File: src/rtl/routing_arbiter_pkg.sv
// Shared types and constants for the four-way routing arbiter.
// State encoding and requester index width.
package routing_arbiter_pkg;

  localparam int NUM_REQ   = 4;
  localparam int REQ_IDX_W = 2;

  typedef enum logic {
    ARB  = 1'b0,
    LOCK = 1'b1
  } state_t;

endpackage

File: src/rtl/routing_unit.sv
// 4:1 word selector used by the routing path.
// Purely combinational; sel picks one of d0..d3.
module routing_unit #(
  parameter int WIDTH = 4
) (
  input  logic [1:0]       sel,
  input  logic [WIDTH-1:0] d0,
  input  logic [WIDTH-1:0] d1,
  input  logic [WIDTH-1:0] d2,
  input  logic [WIDTH-1:0] d3,
  output logic [WIDTH-1:0] y
);

  always_comb begin
    y = d0;
    unique case (sel)
      2'd0: y = d0;
      2'd1: y = d1;
      2'd2: y = d2;
      2'd3: y = d3;
      default: y = d0;
    endcase
  end

endmodule

File: src/rtl/routing_arbiter.sv
// Round-robin arbiter sharing one routing path among four requesters.
// Multi-beat packets hold the grant until their last beat is accepted.
module routing_arbiter
  import routing_arbiter_pkg::*;
#(
  parameter int WIDTH = 4
) (
  input  logic                 clk,
  input  logic                 rst,
  input  logic [3:0]           req_valid,
  input  logic [3:0]           req_last,
  input  logic [4*WIDTH-1:0]   req_data,
  output logic [3:0]           req_ready,
  output logic                 out_valid,
  output logic [WIDTH-1:0]     out_data,
  output logic                 out_last,
  output logic [1:0]           out_src,
  input  logic                 out_ready,
  output logic                 locked
);

  state_t               state;
  state_t               state_d;
  logic [REQ_IDX_W-1:0] ptr;
  logic [REQ_IDX_W-1:0] ptr_d;
  logic [REQ_IDX_W-1:0] lock_src;
  logic [REQ_IDX_W-1:0] lock_src_d;
  logic [REQ_IDX_W-1:0] winner;
  logic                 found;
  logic                 load;
  logic                 accept;
  logic [WIDTH-1:0]     sel_data;

  assign load   = ~out_valid | out_ready;
  assign accept = found & load & ~rst;
  assign locked = (state == LOCK);

  // Scan from ptr+3 down to ptr so the nearest valid one wins.
  always_comb begin
    found  = 1'b0;
    winner = ptr;
    if (state == LOCK) begin
      found  = req_valid[lock_src];
      winner = lock_src;
    end else begin
      for (int k = NUM_REQ - 1; k >= 0; k--) begin
        if (req_valid[ptr + 2'(k)]) begin
          found  = 1'b1;
          winner = ptr + 2'(k);
        end
      end
    end
  end

  always_comb begin
    req_ready = '0;
    if (accept) begin
      req_ready[winner] = 1'b1;
    end
  end

  always_comb begin
    state_d    = state;
    ptr_d      = ptr;
    lock_src_d = lock_src;
    if (accept) begin
      if (req_last[winner]) begin
        state_d = ARB;
        ptr_d   = winner + 2'd1;
      end else if (state == ARB) begin
        state_d    = LOCK;
        lock_src_d = winner;
      end
    end
  end

  always_ff @(posedge clk) begin
    if (rst) begin
      state    <= ARB;
      ptr      <= '0;
      lock_src <= '0;
    end else begin
      state    <= state_d;
      ptr      <= ptr_d;
      lock_src <= lock_src_d;
    end
  end

  routing_unit #(
    .WIDTH (WIDTH)
  ) u_sel (
    .sel (winner),
    .d0  (req_data[0*WIDTH +: WIDTH]),
    .d1  (req_data[1*WIDTH +: WIDTH]),
    .d2  (req_data[2*WIDTH +: WIDTH]),
    .d3  (req_data[3*WIDTH +: WIDTH]),
    .y   (sel_data)
  );

  // Data, last and src hold when a load slot finds no candidate.
  always_ff @(posedge clk) begin
    if (rst) begin
      out_valid <= 1'b0;
      out_data  <= '0;
      out_last  <= 1'b0;
      out_src   <= '0;
    end else if (load) begin
      if (found) begin
        out_valid <= 1'b1;
        out_data  <= sel_data;
        out_last  <= req_last[winner];
        out_src   <= winner;
      end else begin
        out_valid <= 1'b0;
      end
    end
  end

endmodule

File: config.mk
export PLATFORM = sky130hd
export DESIGN_NAME = routing_arbiter
export DESIGN_NICKNAME = d
export VERILOG_FILES = /design/src/rtl/routing_arbiter_pkg.sv /design/src/rtl/routing_unit.sv /design/src/rtl/routing_arbiter.sv
export SDC_FILE = /design/constraint.sdc
export NUM_CORES = 1
export LEC_CHECK = 0
export CORE_UTILIZATION = 40
export DETAILED_ROUTE_END_ITERATION = 8
export PLACE_DENSITY = 0.76
export SLEW_MARGIN = 10
export SYNTH_ARGS = -nofsm -noshare
export SYNTH_HDL_FRONTEND = slang
export SYNTH_HIERARCHICAL = 1
export SYNTH_SLANG_ARGS = --single-unit
File: constraint.sdc
create_clock -name clk -period 2.6 [get_ports clk]
set_clock_uncertainty 0.05 [all_clocks]
set_input_delay 0.26 -clock clk [delete_from_list [all_inputs] [get_ports clk]]
set_output_delay 0.26 -clock clk [all_outputs]
set_load 0.005 [all_outputs]
==> reports/results.ini <==
[worst_setup_path]
regToRegStartpoint=ptr[1]
crit_start=req_valid[3]
required_ps=2290
critical_path_class=input pin to output port
r2r_slack_ps=450
cp-end-kind=output port
crit_end=req_ready[0]
r2r.worst_path.cells=7
crit_arrival_ps=2210
critPathMaxFanout=4
cp-start-kind=input pin
r2r-end=lock_src[1]

[routing]
drc=0
drtIter0Drc=12
drtAntennaViolNets=0
finalWirelength_mm=2.58
wl_per_cell_um=13.7
first_pass_iters=4
vias_per_cell=5.41
dr_total_vias=1018

[global_route]
grt_max_degree=18
grt_first_pass_wirelength_mm=4.39
grt_pass1_vias=998
overflow=0
grtUsageTotal=0.231
grt_antenna_before_repair=0

[sta]
fin_crit_ps=2520
tns_ps=0
clock.fmax_ghz=0.397
post-route-period-util=0.968
rsz0062_at_grt=false
worst_slack_ps=82.1
fin_hold_ws_ps=407
tightest_slew_ps=406
slew_headroom=0.729
hold_violations=0
drv_slew=0
setup_viol=0

[min_path]
hold_depth=2
hp-class=flop to flop

[synthesis]
ys_seq_elements=13
syn-num-nets=133
synth_edf_count=0
avgSynthCellArea_um2=9.26
synthCells=102
synth.top_cell.area_share=0.275
yosys.area.top_type=dfxtp_1
synthTopCellsByArea=dfxtp_1, mux4_1, ha_1
synthArstFlopShare=0
synth.distinct_cells=31
syn_area_um2=945
ys_warn_count=6
seq_area_frac_synth=0.275
ys.flop_type=dfxtp_1

[cts]
clk_path_buf_depth=2
cts_tree=done
cts_buffers=3
clk_pin_slew_ps=80
htreeDepth=1
cts.sinks=13
holdBufCountCts=0
clk_latency_ps=280
clockRootBuffer=clkbuf_4

[floorplan]
initial_core_util=0.427
core_area_um2=2210
io_pins=40
die_h_um=50.6
dieArea_um2=2560
rows=17
die_w_um=50.6

[finish]
final_cell_count_no_fill=188
fin_nets=192
post-route-util=0.701
n_antenna_cell=0
fillCellCount=185
drive_above_1_share=0.231
synthToLayoutAreaGrowth_pct=64.2

[job]
drv_cap=0

[pwr]
p_switching_w=0.000422
intPower_w=0.000732
power_frac_comb=0.604
p_seq_frac=0.288
power_frac_clock=0.108
irDropWorstVdd_mv=0.425
switching_share=0.366
power.leakage_nw=0.677
power.density_nw_per_um2=744

[placement]
place_inst=182
post-place-ws_ps=-86.9
dpl.hpwl_mm=1.98
port_buffers=39
gp_congestion=0.836

[status]
status=complete, no violations

[Yosys cell counts (2+ instances only)]
cell type / number
dfxtp_1: 13
nand2b_1: 5
mux2i_1: 2
o31ai_1: 3
nand2_1: 11
o21ai_0: 4
mux4_1: 5
a211oi_1: 2
or2b_1: 2
inv_1: 3
and2_1: 6
a21oi_1: 8
nor2_1: 6
nor3_1: 5
or2_2: 2
nor2b_1: 6
ha_1: 4
mux2_4: 2
[cell type report]
cell class | count | area [um2] | share of cell area
multi-input cells | 82 | 687 | 0.443
repair buffers | 57 | 524 | 0.338
inverters | 4 | 17.5 | 0.0113
well taps | 28 | 35.0 | 0.0226
flip-flops and latches | 13 | 262 | 0.169
clock buffers | 4 | 26.3 | 0.0169
[power by group through the flow]
| stage | logic, W | registers, W | clock network (W) |
|---|---|---|---|
| after floorplan | 0.000371 | 0.000307 | 0 |
| after global placement | 0.000645 | 0.000325 | 0 |
| after detailed placement | 0.000656 | 0.000330 | 0 |
| after CTS | 0.000679 | 0.000332 | 0.000131 |
| after global routing | 0.000764 | 0.000344 | 0.000140 |
| final | 0.000697 | 0.000332 | 0.000125 |
[how the worst min path moves through the flow]
stage,startpoint,endpoint,slack (ps)
final,out_data[2],out_data[2],410
after global routing,out_data[2],out_data[2],440
after CTS,out_data[2],out_data[2],410
after detailed placement,out_data[2],out_data[2],400
after global placement,out_data[3],out_data[3],400
after floorplan,out_data[0],out_data[0],400
[per-layer routing]
metal / track usage / part of all wire / vias up
li1: - / - / 490
met1: 0.269 / 0.40 / 480
met2: 0.420 / 0.53 / 44
met3: 0.0364 / 0.055 / 4
met4: 0.0880 / 0.013 / 0
met5: 0 / 0 / -
[metrics by stage]
stage,area (um2),power (W)
floorplan,945,0.000678
global placement,1480,0.000970
detailed placement,1480,0.000986
CTS,1520,0.00114
global route,1550,0.00125
finish,1550,0.00115
[repair_timing]
item / in CTS / in global routing
gates resized for setup: 10 / 6
pin swaps: 2 / 2
setup endpoints to repair: 4 / 3
setup buffers: 1 / 1
gates cloned: 0 / 0
[layout by cell type (no fill, tap or decap), types with 2 or more instances in the layout]
master / Yosys / final
clkdlybuf4s50_1: 0 / 32
buf_4: 0 / 18
dfxtp_1: 13 / 12
nand2_1: 11 / 11
a21oi_1: 8 / 8
nor2b_1: 6 / 6
nor2_1: 6 / 6
and2_1: 6 / 6
nand2b_1: 5 / 5
mux4_1: 5 / 5
dlygate4sd2_1: 0 / 5
nor3_1: 5 / 4
ha_1: 4 / 4
o31ai_1: 3 / 3
o21ai_0: 4 / 3
clkbuf_4: 0 / 3
or2_2: 2 / 2
inv_1: 3 / 2
or2b_1: 2 / 2
mux2_4: 2 / 2
mux2i_1: 2 / 2
dlymetal6s2s_1: 0 / 2
[worst max-delay path, stage by stage]
cell and delay [ps]:
clkdlybuf4s50_1 490, buf_4 150, nor2_1 60, a211oi_2 240
a32oi_2 150, buf_4 170, buf_4 130, ha_1 170
and2_1 130, dlygate4sd2_1 260
[state kept, by name, indices dropped and copies added, names as in the netlist]
signal,cells
out_last,1
out_data,4
out_valid,1
locked,1
out_src,2
lock_src,2
ptr,2
[logic make-up (layout without fill, tap and decap cells)]
group,Yosys count,after routing,synth area share
and+or+nand+nor,46,46,0.270
AOI/OAI and AO/OA,23,23,0.180
DFF,13,13,0.275
muxes,9,9,0.192
buffers and inverters,7,65,0.0291
adders and majority gates,4,4,0.0530
No activity file was read; power rests on OpenSTA's default activity.
